**src/rtl/calc_pkg.sv**
```systemverilog
// Shared types and constants for the UART calculator controller:
// FSM states, ALU opcodes, ASCII codes and the operator decoder.
package calc_pkg;

  typedef enum logic [3:0] {
    GET_A,
    GET_B,
    EXEC,
    SEND_HI,
    WAIT_HI,
    SEND_LO,
    WAIT_LO,
    SEND_CR,
    WAIT_CR,
    SEND_ERR,
    WAIT_ERR,
    ECHO_SEND,
    ECHO_WAIT
  } state_e;

  localparam logic [5:0] OP_ADD = 6'b100000;
  localparam logic [5:0] OP_SUB = 6'b100010;
  localparam logic [5:0] OP_AND = 6'b100100;
  localparam logic [5:0] OP_OR  = 6'b100101;
  localparam logic [5:0] OP_XOR = 6'b100110;
  localparam logic [5:0] OP_NOR = 6'b100111;
  localparam logic [5:0] OP_SRA = 6'b000011;
  localparam logic [5:0] OP_SRL = 6'b000010;

  localparam logic [7:0] CH_CR = 8'h0D;
  localparam logic [7:0] CH_QM = 8'h3F;
  localparam logic [7:0] CH_0  = 8'h30;
  localparam logic [7:0] CH_9  = 8'h39;
  localparam logic [7:0] CH_A  = 8'h41;

  typedef struct packed {
    logic       vld;
    logic [5:0] op;
  } op_dec_t;

  function automatic op_dec_t op_decode(
    input logic [7:0] ch
  );
    op_dec_t r;
    r.vld = 1'b1;
    r.op  = OP_ADD;
    unique case (ch)
      8'h2B:   r.op = OP_ADD;
      8'h2D:   r.op = OP_SUB;
      8'h26:   r.op = OP_AND;
      8'h7C:   r.op = OP_OR;
      8'h5E:   r.op = OP_XOR;
      8'h7E:   r.op = OP_NOR;
      8'h3E:   r.op = OP_SRA;
      8'h3C:   r.op = OP_SRL;
      default: r.vld = 1'b0;
    endcase
    return r;
  endfunction

  function automatic logic [7:0] hex_char(
    input logic [3:0] n
  );
    if (n < 4'd10) return CH_0 + {4'h0, n};
    return CH_A + {4'h0, n} - 8'd10;
  endfunction

endpackage

```
**src/rtl/calc_dec_accum.sv**
```systemverilog
// Decimal accumulator: acc = acc*10 + digit, with a digit-seen flag
// and a look-ahead overflow flag for the digit currently presented.
module calc_dec_accum #(
  parameter int N = 8
) (
  input  logic         clk,
  input  logic         rst_n,
  input  logic         clr,
  input  logic         dig_stb,
  input  logic [3:0]   dig,
  output logic [N-1:0] val,
  output logic         has_digit,
  output logic         overflow
);

  localparam int W = N + 4;
  localparam logic [W-1:0] MAX = {4'h0, {N{1'b1}}};
  localparam logic [W-1:0] TEN = {{N{1'b0}}, 4'd10};

  logic [W-1:0] acc_q, acc_d, nxt;
  logic         has_q, has_d;

  // acc never exceeds MAX, so W bits hold MAX*10+9 without loss
  always_comb begin
    nxt      = acc_q * TEN + {{N{1'b0}}, dig};
    overflow = nxt > MAX;
    acc_d    = acc_q;
    has_d    = has_q;
    if (clr) begin
      acc_d = '0;
      has_d = 1'b0;
    end else if (dig_stb) begin
      acc_d = nxt;
      has_d = 1'b1;
    end
  end

  always_ff @(posedge clk or negedge rst_n) begin
    if (!rst_n) begin
      acc_q <= '0;
      has_q <= 1'b0;
    end else begin
      acc_q <= acc_d;
      has_q <= has_d;
    end
  end

  assign val       = acc_q[N-1:0];
  assign has_digit = has_q;

endmodule

```
**src/rtl/uart_calc_ctrl.sv**
```systemverilog
// UART calculator sequencer: parses "A op B CR", runs the ALU, replies
// in hex. Define UART_CALC_ECHO_EN to echo input bytes.
module uart_calc_ctrl
  import calc_pkg::*;
#(
  parameter int N = 8
) (
  input  logic         CLK,
  input  logic         RESET,
  input  logic         rx_done_tick,
  input  logic [7:0]   rx_dout,
  input  logic         tx_done_tick,
  output logic         tx_start,
  output logic [7:0]   tx_din,
  output logic [N-1:0] alu_a,
  output logic [N-1:0] alu_b,
  output logic [5:0]   alu_op,
  input  logic [N-1:0] alu_result,
  output logic [N-1:0] leds,
  output logic         err
);

  state_e         state_q, state_d, pst;
  logic [N-1:0]   alu_a_q, alu_a_d;
  logic [5:0]     alu_op_q, alu_op_d;
  logic [N-1:0]   res_q, res_d;
  logic           err_q, err_d;
  logic [7:0]     tx_din_q, tx_din_d;
  logic           in_vld, bad, clr;
  logic           dig_a, dig_b, is_dig, is_cr;
  logic [7:0]     in_byte;
  logic [N-1:0]   val_a, val_b;
  logic           has_a, has_b, ovf_a, ovf_b;
  op_dec_t        od;
`ifdef UART_CALC_ECHO_EN
  logic [7:0]     cur_q, cur_d, hold_q, hold_d;
  logic           hold_vld_q, hold_vld_d, drop;
  state_e         ret_q, ret_d;
`endif

  calc_dec_accum #(.N(N)) u_acc_a (
    .clk       (CLK),
    .rst_n     (RESET),
    .clr       (clr),
    .dig_stb   (dig_a),
    .dig       (in_byte[3:0]),
    .val       (val_a),
    .has_digit (has_a),
    .overflow  (ovf_a)
  );

  calc_dec_accum #(.N(N)) u_acc_b (
    .clk       (CLK),
    .rst_n     (RESET),
    .clr       (clr),
    .dig_stb   (dig_b),
    .dig       (in_byte[3:0]),
    .val       (val_b),
    .has_digit (has_b),
    .overflow  (ovf_b)
  );

  always_comb begin
    state_d  = state_q;
    alu_a_d  = alu_a_q;
    alu_op_d = alu_op_q;
    res_d    = res_q;
    err_d    = err_q;
    tx_din_d = tx_din_q;
    clr      = 1'b0;
    dig_a    = 1'b0;
    dig_b    = 1'b0;
    bad      = 1'b0;
    in_vld   = 1'b0;
    in_byte  = rx_dout;
    pst      = state_q;
`ifdef UART_CALC_ECHO_EN
    cur_d      = cur_q;
    ret_d      = ret_q;
    hold_d     = hold_q;
    hold_vld_d = hold_vld_q;
    drop       = 1'b0;
`endif

    unique case (state_q)
      GET_A, GET_B: begin
`ifdef UART_CALC_ECHO_EN
        if (hold_vld_q || rx_done_tick) begin
          in_byte  = hold_vld_q ? hold_q : rx_dout;
          cur_d    = in_byte;
          ret_d    = state_q;
          tx_din_d = in_byte;
          state_d  = ECHO_SEND;
          if (hold_vld_q && rx_done_tick)
            hold_d = rx_dout;
          else
            hold_vld_d = 1'b0;
        end
`else
        in_vld = rx_done_tick;
`endif
      end
      EXEC: begin
        res_d    = alu_result;
        tx_din_d = hex_char(alu_result[7:4]);
        clr      = 1'b1;
        state_d  = SEND_HI;
      end
      SEND_HI: state_d = WAIT_HI;
      WAIT_HI: if (tx_done_tick) begin
        tx_din_d = hex_char(res_q[3:0]);
        state_d  = SEND_LO;
      end
      SEND_LO: state_d = WAIT_LO;
      WAIT_LO: if (tx_done_tick) begin
        tx_din_d = CH_CR;
        state_d  = SEND_CR;
      end
      SEND_CR: state_d = WAIT_CR;
      WAIT_CR: if (tx_done_tick) state_d = GET_A;
      SEND_ERR: state_d = WAIT_ERR;
      WAIT_ERR: if (tx_done_tick) begin
        tx_din_d = CH_CR;
        state_d  = SEND_CR;
      end
`ifdef UART_CALC_ECHO_EN
      ECHO_SEND: state_d = ECHO_WAIT;
      ECHO_WAIT: if (tx_done_tick) begin
        in_vld  = 1'b1;
        in_byte = cur_q;
        pst     = ret_q;
      end
`endif
      default: state_d = GET_A;
    endcase

`ifdef UART_CALC_ECHO_EN
    // one-entry buffer for bytes arriving while an echo is in flight
    if (rx_done_tick &&
        (state_q == ECHO_SEND || state_q == ECHO_WAIT)) begin
      if (hold_vld_q) begin
        drop = 1'b1;
      end else begin
        hold_d     = rx_dout;
        hold_vld_d = 1'b1;
      end
    end
`endif

    is_dig = (in_byte >= CH_0) && (in_byte <= CH_9);
    is_cr  = in_byte == CH_CR;
    od     = op_decode(in_byte);

    if (in_vld) begin
      state_d = pst;
      err_d   = 1'b0;
      if (pst == GET_A) begin
        if (is_dig && !ovf_a) begin
          dig_a = 1'b1;
        end else if (od.vld && has_a) begin
          alu_a_d  = val_a;
          alu_op_d = od.op;
          state_d  = GET_B;
        end else begin
          bad = 1'b1;
        end
      end else begin
        if (is_dig && !ovf_b)
          dig_b = 1'b1;
        else if (is_cr && has_b)
          state_d = EXEC;
        else
          bad = 1'b1;
      end
      if (bad) begin
        state_d  = SEND_ERR;
        tx_din_d = CH_QM;
        err_d    = 1'b1;
        clr      = 1'b1;
      end
`ifdef UART_CALC_ECHO_EN
      if (state_d == EXEC || state_d == SEND_ERR)
        hold_vld_d = 1'b0;
`endif
    end

`ifdef UART_CALC_ECHO_EN
    if (drop) err_d = 1'b1;
`endif
  end

  always_ff @(posedge CLK or negedge RESET) begin
    if (!RESET) begin
      state_q  <= GET_A;
      alu_a_q  <= '0;
      alu_op_q <= '0;
      res_q    <= '0;
      err_q    <= 1'b0;
      tx_din_q <= '0;
    end else begin
      state_q  <= state_d;
      alu_a_q  <= alu_a_d;
      alu_op_q <= alu_op_d;
      res_q    <= res_d;
      err_q    <= err_d;
      tx_din_q <= tx_din_d;
    end
  end

`ifdef UART_CALC_ECHO_EN
  always_ff @(posedge CLK or negedge RESET) begin
    if (!RESET) begin
      cur_q      <= '0;
      hold_q     <= '0;
      hold_vld_q <= 1'b0;
      ret_q      <= GET_A;
    end else begin
      cur_q      <= cur_d;
      hold_q     <= hold_d;
      hold_vld_q <= hold_vld_d;
      ret_q      <= ret_d;
    end
  end
`endif

  assign tx_start = (state_q == SEND_HI)  || (state_q == SEND_LO) ||
                    (state_q == SEND_CR)  || (state_q == SEND_ERR) ||
                    (state_q == ECHO_SEND);
  assign tx_din   = tx_din_q;
  assign alu_a    = alu_a_q;
  assign alu_b    = val_b;
  assign alu_op   = alu_op_q;
  assign leds     = res_q;
  assign err      = err_q;

endmodule

```
**config.mk**
```make
export PLATFORM = sky130hd
export DESIGN_NAME = uart_calc_ctrl
export DESIGN_NICKNAME = d
export VERILOG_FILES = /design/src/rtl/calc_pkg.sv /design/src/rtl/calc_dec_accum.sv /design/src/rtl/uart_calc_ctrl.sv
export SDC_FILE = /design/constraint.sdc
export NUM_CORES = 1
export LEC_CHECK = 0
export ABC_CLOCK_PERIOD_IN_PS = 4350
export CORE_MARGIN = 3
export CORE_UTILIZATION = 37
export CTS_CLUSTER_DIAMETER = 50
export DETAILED_ROUTE_END_ITERATION = 10
export DONT_BUFFER_PORTS = 1
export PLACE_DENSITY_LB_ADDON = 0.08
export SETUP_SLACK_MARGIN = 0.15
export SYNTH_ARGS = -nofsm -noshare
export SYNTH_HDL_FRONTEND = slang
export SYNTH_SLANG_ARGS = --single-unit
```
**constraint.sdc**
```tcl
create_clock -name CLK -period 4.35 [get_ports CLK]
set_input_delay 1.0875 -clock CLK [delete_from_list [all_inputs] [get_ports CLK]]
set_output_delay 1.0875 -clock CLK [all_outputs]
set_load 0.02 [all_outputs]
```
==> key figures, run 1 <==
STA
  – Max Slew Vio Count: 0
  – Minimum clock period: 3.930 ns
  – Final setup violation count: 0
  – Worst setup margin: 0.4203 ns
  – TNS Setup: 0 ns
  – Final Hold Vio Count: 0
  – Final period util: 90.34%
  – Worst Max-Slew Pin Slew: 1.029 ns
  – Fmax: 254.5 MHz
  – WHS: 0.4303 ns
  – Setup Skew: 0.009944 ns
  – Relative slew margins: 29.65%
  – Unrepaired setup endpoints after global routing: false

Routing
  – Number of remaining DRC errors: 0
  – Routed vias/inst: 5.441
  – WL/cell: 16.63 um
  – Iteration-0 DRC Markers: 126
  – First-pass DRT Iterations: 6
  – Total wire length: 9.079 mm
  – Vias: 2,971
  – Post-route ant nets: 0

Floorplan
  – Die Span X: 110.5 um
  – Initial core utilization: 38.59%
  – Area of the core: 10,460 um^2
  – Num ports: 60
  – Die height: 110.5 um
  – # rows: 37
  – Die Area: 12,200 um^2

Pwr
  – Sequential power share: 46.7%
  – PD cells: 420.1 nW/um^2
  – Cell-internal power: 1.053 mW
  – Sw Ratio: 41.27%
  – Maximum VDD drop: 0.2079 mV
  – Leakage power: 2.089 nW
  – Comb power frac: 28.6%
  – Tot Pwr: 1.792 mW
  – P_sw: 0.7397 mW
  – Clk network pwr share: 24.7%

Finish
  – Layout Utilization: 40.78%
  – Nets: 467
  – Share of cells above drive strength 1: 12.44%
  – Syn-to-layout area delta: 5.671%
  – Filler cells: 1,092
  – Layout Cells excl Fill: 546
  – Register area: 1426 um^2
  – N_diodes: 0
  – Multi-input gate area: 2414 um^2
  – Fin area: 4267 um^2

Placed design
  – Setup WS pre-CTS: 0.4457 ns
  – Inst Count DP: 530
  – Placed Area: 4086 um^2
  – Final HPWL DP: 6.670 mm
  – IO Port Bufs: 0
  – Final GP Congestion: 0.7935

Synthesis
  – Post-synthesis register bit count: 57
  – Synth Flop Type: dfrtp_1
  – Post-Syn Instances: 414
  – Register area share after synthesis: 35.33%
  – FFs w/ async S/R, synth: 100.0%
  – Synth Cell Area: 4038 um^2
  – Post-synth EDFFs: 0
  – Area leader, netlist: dfrtp_1
  – Synth cell types: 70
  – Synth warnings: 0
  – Synth area leaders: dfrtp_1 (35%), ha_1 (12%), mux2_2 (4.2%)
  – Area share of the largest cell type after synthesis: 35.33%
  – Synthesized area per cell: 9.753 um^2

CTS
  – Hold buffer count at cts: 0
  – Cts bufs inserted: 9
  – CTS root buf: clkbuf_8
  – Max clock buf depth: 2
  – H-tree depth: 3
  – CTS tree: yes
  – Clock sink count: 57
  – Clk slew on worst S/H paths: 0.08 ns
  – Clk Latency, worst-skew pair: 0.34 ns

GRT
  – Vias in the first global route: 2,937
  – First-pass GRT wire length: 15.40 mm
  – Initial antenna violation count: 0
  – Largest net degree at the start of global routing: 58
  – Gr ovfl total: 0
  – Gr usage total: 15.30%

Worst setup path
  – R2R cell count: 11
  – CP Capture Type: register
  – Crit path max fanout: 20
  – Crit path arrival time: 4.16 ns
  – Worst setup path category: reg -> reg
  – Worst EP required: 4.58 ns
  – Element type at the critical path start: register

Hold path
  – HP Class: in -> async

Status
  – Status: finished clean

Job
  – Max-Cap Viols: 0
-- critical path, cell delays in order, from the launching register on --
cell and delay [ns]:
dfrtp_1 0.52, ha_1 0.35, ha_1 0.25, fa_1 0.45
a211oi_2 0.27, o31ai_1 0.11, a21oi_1 0.18, xnor2_1 0.17
or4_1 0.56, o311a_1 0.17, or2_1 0.46, and4_1 0.32
-- flip-flops by register name (all words and copies together), names as in the netlist --
signal and count:
u_acc_a.has_digit 1, alu_op 4, u_acc_a.acc_q 11, u_acc_b.has_digit 1, leds 8, pst 4, alu_a 8, u_acc_b.acc_q 11
err 1, tx_din 8
-- cells in the final DEF (no fill, tap or decap), drive strengths merged, types with 10 or more instances in the layout --
cell type and instances:
dfrtp 57, ha 38, a21oi 24, mux2i 10, nor2 32, o21ai 12, nand3 15, xor2 14
nor3 11, mux2 15, nand2 35, xnor2 16, inv 18
-- cell usage after synthesis, types with 6 or more instances --
cell type,instances
nor2_1,32
nor3_1,10
a21oi_1,22
clkbuf_1,6
o21ai_0,10
xor2_1,13
inv_1,17
nand3_1,14
xnor2_1,16
mux2_2,15
nand2_1,34
ha_1,38
o22ai_1,9
buf_4,10
mux2i_1,10
dfrtp_1,57
-- cell families (layout without fill, tap and decap cells) --
| logic type | Yosys count | after routing | share of synthesized area [%] |
|---|---|---|---|
| flops | 57 | 57 | 35.33 |
| xor+xnor | 30 | 30 | 6.694 |
| compound gates | 85 | 85 | 14.66 |
| mux | 25 | 25 | 6.663 |
| simple gates | 133 | 133 | 17.45 |
| other cells | 1 | 2 | 0.09288 |
| buf+inv | 41 | 36 | 5.361 |
| fa+ha+maj | 42 | 42 | 13.76 |
-- layer usage --
metal  vias to the layer above  wire, um  part of all wire (%)  track usage, %
met5                         -         0                     0               0
met4                         0        94                   1.0           4.269
met3                         9       540                   5.9           5.096
met2                        62      3959                    44           22.65
met1                      1406      4484                    49           21.31
li1                       1494         -                     -               -
-- cell type report --
cell class              instances  share of cell area (%)
repair buffers                  3                  0.5279
well taps                     136                   3.988
inverters                      17                   1.496
flip-flops and latches         57                   33.43
clock inverters                 7                   1.085
multi-input cells             317                   56.57
clock buffers                   9                   2.903
-- power by group through the flow --
stage | registers [mW] | clock network [mW] | logic (mW)
final | 0.837 | 0.443 | 0.512
after global routing | 0.854 | 0.485 | 0.584
after CTS | 0.839 | 0.464 | 0.515
after detailed placement | 0.849 | 0 | 0.513
after global placement | 0.846 | 0 | 0.512
after floorplan | 0.783 | 0 | 0.459
-- worst paths after layout --
kind	slack [ns]	startpoint	to
max	0.42	u_acc_b.acc_q[1]	u_acc_b.acc_q[9]
min	0.43	RESET	alu_op[0]
max reg2reg	0.42	u_acc_b.acc_q[1]	u_acc_b.acc_q[9]
min reg2reg	0.52	u_acc_a.has_digit	u_acc_a.has_digit
max in group asynchronous	3.79	RESET	u_acc_a.acc_q[0]
min in group CLK	0.52	u_acc_a.has_digit	u_acc_a.has_digit
-- what timing repair did --
item                                    CTS  global route
resized for setup                         0             2
endpoints found under the setup margin    0             6
buffers inserted                          0             0
Note: power is estimated with default switching activity, not from simulation.
==> run 2, diff against run 1 <==
- CELL_PAD_IN_SITES_DETAIL_PLACEMENT: unset -> 1
- CELL_PAD_IN_SITES_GLOBAL_PLACEMENT: unset -> 1
==> key figures, run 2 (synthesized netlist as in run 1, its figures left out) <==
Floorplan
  – # rows: 37 (unchanged)
  – Num ports: 60 (unchanged)
  – Initial core utilization: 38.59% (unchanged)
  – Area of the core: 10,460 um^2 (unchanged)
  – Die Area: 12,200 um^2 (unchanged)
  – Die Span X: 110.5 um (unchanged)
  – Die height: 110.5 um (unchanged)

Routing
  – Routed vias/inst: 5.589 (was 5.441)
  – Total wire length: 10.03 mm (was 9.079 mm)
  – Post-route ant nets: 0 (unchanged)
  – First-pass DRT Iterations: 4 (was 6)
  – Vias: 3,057 (was 2,971)
  – Number of remaining DRC errors: 0 (unchanged)
  – Iteration-0 DRC Markers: 100 (was 126)
  – WL/cell: 18.34 um (was 16.63 um)

Worst setup path
  – Crit path arrival time: 4.17 ns (was 4.16 ns)
  – Worst EP required: 4.57 ns (was 4.58 ns)
  – Worst setup path category: reg -> reg (unchanged)
  – R2r setup slk: 0.40 ns (was 0.42 ns)
  – Crit path max fanout: 20 (unchanged)
  – Element type at the critical path start: register (unchanged)
  – CP Capture Type: register (unchanged)

GRT
  – Gr usage total: 17.24% (was 15.30%)
  – Vias in the first global route: 3,286 (was 2,937)
  – Gr ovfl total: 0 (unchanged)
  – First-pass GRT wire length: 17.37 mm (was 15.40 mm)
  – Initial antenna violation count: 0 (unchanged)
  – Largest net degree at the start of global routing: 58 (unchanged)

CTS
  – Clk Latency, worst-skew pair: 0.34 ns (about the same)
  – Max clock buf depth: 2 (unchanged)
  – CTS root buf: clkbuf_8 (unchanged)
  – H-tree depth: 3 (unchanged)
  – Clock sink count: 57 (unchanged)
  – CTS tree: yes (unchanged)
  – Setup repair bufs after CTS: 0 (unchanged)
  – Clk slew on worst S/H paths: 0.08 ns (about the same)
  – Cts bufs inserted: 9 (unchanged)

STA
  – Final Hold Vio Count: 0 (unchanged)
  – Setup Skew: 0.01442 ns (was 0.009944 ns)
  – Final period util: 90.73% (was 90.34%)
  – Relative slew margins: 45.70% (was 29.65%)
  – Max Slew Vio Count: 0 (unchanged)
  – Final setup violation count: 0 (unchanged)
  – Minimum clock period: 3.947 ns (was 3.930 ns)
  – TNS Setup: 0 ns (unchanged)
  – Unrepaired setup endpoints after global routing: false (unchanged)
  – Fmax: 253.4 MHz (was 254.5 MHz)
  – WHS: 0.4368 ns (was 0.4303 ns)
  – Worst Max-Slew Pin Slew: 0.8096 ns (was 1.029 ns)

Status
  – Status: finished clean (unchanged)

Finish
  – Syn-to-layout area delta: 7.282% (was 5.671%)
  – Most frequent cells in the layout: dfrtp_1 (57), ha_1 (38), nand2_1 (34) (unchanged)
  – Most common cell after layout, fill and taps aside: dfrtp_1 (unchanged)
  – Nets: 468 (was 467)
  – Regs by FF count: u_acc_a.acc_q x11, u_acc_b.acc_q x11 (unchanged)
  – Layout Utilization: 41.40% (was 40.78%)
  – Fin area: 4332 um^2 (was 4267 um^2)
  – Share of cells above drive strength 1: 12.65% (was 12.44%)
  – N_diodes: 0 (unchanged)

Hold path
  – HP Class: in -> async (unchanged)

Pwr
  – Leakage power: 2.132 nW (was 2.089 nW)
  – PD cells: 449.1 nW/um^2 (was 420.1 nW/um^2)
  – Tot Pwr: 1.945 mW (was 1.792 mW)
  – Maximum VDD drop: 0.2180 mV (was 0.2079 mV)

Placed design
  – Final HPWL DP: 7.352 mm (was 6.670 mm)
  – Final GP Congestion: 0.7423 (was 0.7935)
  – IO Port Bufs: 0 (unchanged)
  – Placed Area: 4094 um^2 (was 4086 um^2)

Job
  – Max-Cap Viols: 0 (unchanged)
[run 2: routing by layer]
| layer | vias to the layer above | global-route usage (%) | wire length (um) |
|---|---|---|---|
| met4 | 0 | 5.419 | 104 |
| li1 | 1485 | - | - |
| met1 | 1507 | 23.89 | 4877 |
| met5 | - | 0 | 0 |
| met3 | 7 | 3.671 | 499 |
| met2 | 58 | 26.90 | 4550 |
[run 2: worst max-delay path, stage by stage, from the launching register on]
cell and delay (ns):
dfrtp_1 0.52, ha_1 0.35, ha_1 0.25, fa_1 0.44, a211oi_2 0.31, o31ai_1 0.11, a21oi_1 0.17, xnor2_1 0.18
or4_1 0.58, o311a_1 0.19, or2_2 0.46, and4_1 0.26
[run 2: path summary, 6_finish.rpt]
check	startpoint	end	cells after the start
min in group CLK	u_acc_a.has_digit	u_acc_a.has_digit	2
max reg2reg	u_acc_b.acc_q[1]	u_acc_b.acc_q[10]	11
max	u_acc_b.acc_q[1]	u_acc_b.acc_q[10]	11
max in group asynchronous	RESET	alu_a[5]	0
min reg2reg	u_acc_a.has_digit	u_acc_a.has_digit	2
min	RESET	alu_op[2]	0
[run 2: power breakdown]
| part | leakage, nW | internal [mW] | switching (mW) | total [mW] |
|---|---|---|---|---|
| registers | 0.748 | 0.626 | 0.211 | 0.836 |
| clock network | 0.117 | 0.355 | 0.228 | 0.583 |
| logic | 1.27 | 0.223 | 0.302 | 0.526 |
| total | 2.13 | 1.20 | 0.741 | 1.95 |
[run 2: area by class of cell]
class | count | area (um^2)
fillers | 1204 | 6131
multi-input cells | 317 | 2412
flip-flops and latches | 57 | 1426
well taps | 136 | 170.2
clock buffers | 12 | 155.1
clock inverters | 4 | 73.82
inverters | 17 | 63.81
repair buffers | 4 | 30.03
[run 2: timing repair]
| item | 4_1_cts | 5_1_grt |
|---|---|---|
| hold endpoints to repair | 0 | 0 |
| gates resized for setup | 0 | 3 |
| hold buffers | 0 | 0 |
| setup endpoints to repair | 0 | 21 |
[run 2: metrics by stage]
stage          setup slack, ns  cells
6_report                0.4034    547
5_1_grt                 0.1649    547
4_1_cts                 0.3191    547
3_5_place_dp            0.3439    531
3_3_place_gp            0.4410    531
2_1_floorplan           0.8505    415
==> run 3, diff against run 2 <==
- SETUP_SLACK_MARGIN: 0.15 -> 0.4
- SLEW_MARGIN: unset -> 20
==> key figures, run 3 (synthesized netlist as in run 1, its figures left out) <==
Routing
  – WL/cell: 18.44 um (was 18.34 um)
  – Routed vias/inst: 5.608 (was 5.589)
  – Iteration-0 DRC Markers: 105 (was 100)
  – Number of remaining DRC errors: 0 (unchanged)
  – Vias: 3,079 (was 3,057)
  – Total wire length: 10.12 mm (was 10.03 mm)
  – First-pass DRT Iterations: 5 (was 4)
  – Post-route ant nets: 0 (unchanged)

Floorplan
  – Die height: 110.5 um (unchanged)
  – Die Area: 12,200 um^2 (unchanged)
  – Area of the core: 10,460 um^2 (unchanged)
  – Num ports: 60 (unchanged)
  – Initial core utilization: 38.59% (unchanged)
  – # rows: 37 (unchanged)
  – Die Span X: 110.5 um (unchanged)

STA
  – Worst Max-Slew Pin Slew: 0.8060 ns (was 0.8096 ns)
  – Max Slew Vio Count: 0 (unchanged)
  – Fmax: 266.7 MHz (was 253.4 MHz)
  – Final setup violation count: 0 (unchanged)
  – Relative slew margins: 45.94% (was 45.70%)
  – Setup Skew: 0.01719 ns (was 0.01442 ns)
  – WHS: 0.4312 ns (was 0.4368 ns)
  – Worst setup margin: 0.6010 ns (was 0.4034 ns)
  – TNS Setup: 0 ns (unchanged)
  – Final period util: 86.18% (was 90.73%)
  – Unrepaired setup endpoints after global routing: true (was false)
  – Final Hold Vio Count: 0 (unchanged)
  – Minimum clock period: 3.749 ns (was 3.947 ns)

Finish
  – Nets: 470 (was 468)
  – Fin area: 4388 um^2 (was 4332 um^2)
  – Most frequent cells in the layout: dfrtp_1 (55), ha_1 (38), nand2_1 (34) (was dfrtp_1 (57), ha_1 (38), nand2_1 (34))
  – Layout Cells excl Fill: 549 (was 547)
  – N_diodes: 0 (unchanged)
  – Share of cells above drive strength 1: 14.04% (was 12.65%)
  – Syn-to-layout area delta: 8.677% (was 7.282%)
  – Most common cell after layout, fill and taps aside: dfrtp_1 (unchanged)
  – Regs by FF count: u_acc_a.acc_q x11, u_acc_b.acc_q x11 (unchanged)

Worst setup path
  – R2R cell count: 11 (unchanged)
  – CP Capture Type: register (unchanged)
  – R2R Path End: u_acc_b.acc_q[10] (unchanged)
  – Reg2reg start: u_acc_b.acc_q[1] (unchanged)
  – Worst EP required: 4.57 ns (about the same)
  – Element type at the critical path start: register (unchanged)
  – R2r setup slk: 0.60 ns (was 0.40 ns)
  – Crit path arrival time: 3.97 ns (was 4.17 ns)
  – Crit path max fanout: 20 (unchanged)
  – Worst setup path category: reg -> reg (unchanged)

CTS
  – Clk slew on worst S/H paths: 0.08 ns (about the same)
  – Clock sink count: 57 (unchanged)
  – Clk Latency, worst-skew pair: 0.35 ns (was 0.34 ns)
  – Hold buffer count at cts: 0 (unchanged)
  – Cts bufs inserted: 9 (unchanged)
  – CTS tree: yes (unchanged)
  – Max clock buf depth: 2 (unchanged)
  – H-tree depth: 3 (unchanged)
  – CTS root buf: clkbuf_8 (unchanged)

GRT
  – Largest net degree at the start of global routing: 58 (unchanged)
  – Vias in the first global route: 3,287 (was 3,286)
  – Gr usage total: 17.22% (was 17.24%)
  – Gr ovfl total: 0 (unchanged)
  – First-pass GRT wire length: 17.35 mm (was 17.37 mm)
  – Initial antenna violation count: 0 (unchanged)

Placed design
  – Inst Count DP: 531 (unchanged)
  – Final HPWL DP: 7.352 mm (unchanged)
  – Placed Area: 4094 um^2 (unchanged)
  – IO Port Bufs: 0 (unchanged)
  – Final GP Congestion: 0.7423 (unchanged)
  – Setup WS pre-CTS: 0.3439 ns (unchanged)

Job
  – Max-Cap Viols: 0 (unchanged)

Status
  – Status: finished clean (unchanged)

Pwr
  – Maximum VDD drop: 0.2180 mV (about the same)
  – PD cells: 450.3 nW/um^2 (was 449.1 nW/um^2)
  – Leakage power: 2.143 nW (was 2.132 nW)

Hold path
  – HP Class: in -> async (unchanged)
[run 3: cell types whose count changed in the layout (fill, tap and decap cells not counted), sizes merged]
cell,change
buf,+2
[run 3: timing repair]
action,4_1_cts,5_1_grt
pin swaps,0,2
setup buffers,0,2
setup endpoints to repair,22,35
resized for setup,3,8
[run 3: layout make-up]
| class | instances | area [um^2] |
|---|---|---|
| inverters | 17 | 63.81 |
| repair buffers | 6 | 45.04 |
| flip-flops and latches | 57 | 1429 |
| clock inverters | 4 | 73.82 |
| clock buffers | 12 | 155.1 |
| fillers | 1203 | 6075 |
| multi-input cells | 317 | 2451 |
| well taps | 136 | 170.2 |
[run 3: power by group]
part           leakage, nW  internal, mW  switching (mW)
sequential           0.744         0.626           0.210
combinational         1.28         0.241           0.314
clock                0.117         0.355           0.230
total                 2.14          1.22           0.753
[run 3: worst max-delay path: stages, from the launching register on]
cell,delay (ns)
dfrtp_2,0.49
ha_1,0.32
ha_1,0.25
fa_1,0.44
a211oi_2,0.30
o31ai_1,0.11
a21oi_1,0.17
xnor2_1,0.18
or4_1,0.57
o311a_1,0.20
or2_4,0.35
and4_1,0.23
[run 3: worst max path at each step]
stage               slack, ns                end        startpoint
global placement         0.44   u_acc_b.acc_q[9]  u_acc_b.acc_q[1]
finish                   0.60  u_acc_b.acc_q[10]  u_acc_b.acc_q[1]
global route             0.39  u_acc_b.acc_q[10]  u_acc_b.acc_q[1]
detailed placement       0.34             pst[0]  u_acc_a.acc_q[1]
floorplan                0.85             pst[0]  u_acc_a.acc_q[1]
CTS                      0.40  u_acc_b.acc_q[10]  u_acc_b.acc_q[1]
[run 3: metrics by stage]
stage | total power, mW | utilization (%)
after floorplan | 1.242 | -
after global placement | 1.363 | 39.13
after CTS | 1.980 | 41.40
after detailed placement | 1.376 | 39.13
after global routing | 2.116 | 41.94
final | 1.976 | 41.94
[run 3: routing by layer]
layer / wire length [um] / vias up / global-route usage, %
li1: - / 1491 / -
met1: 4953 / 1523 / 23.83
met2: 4625 / 55 / 26.90
met3: 456 / 10 / 3.671
met4: 86 / 0 / 5.419
met5: 0 / - / 0
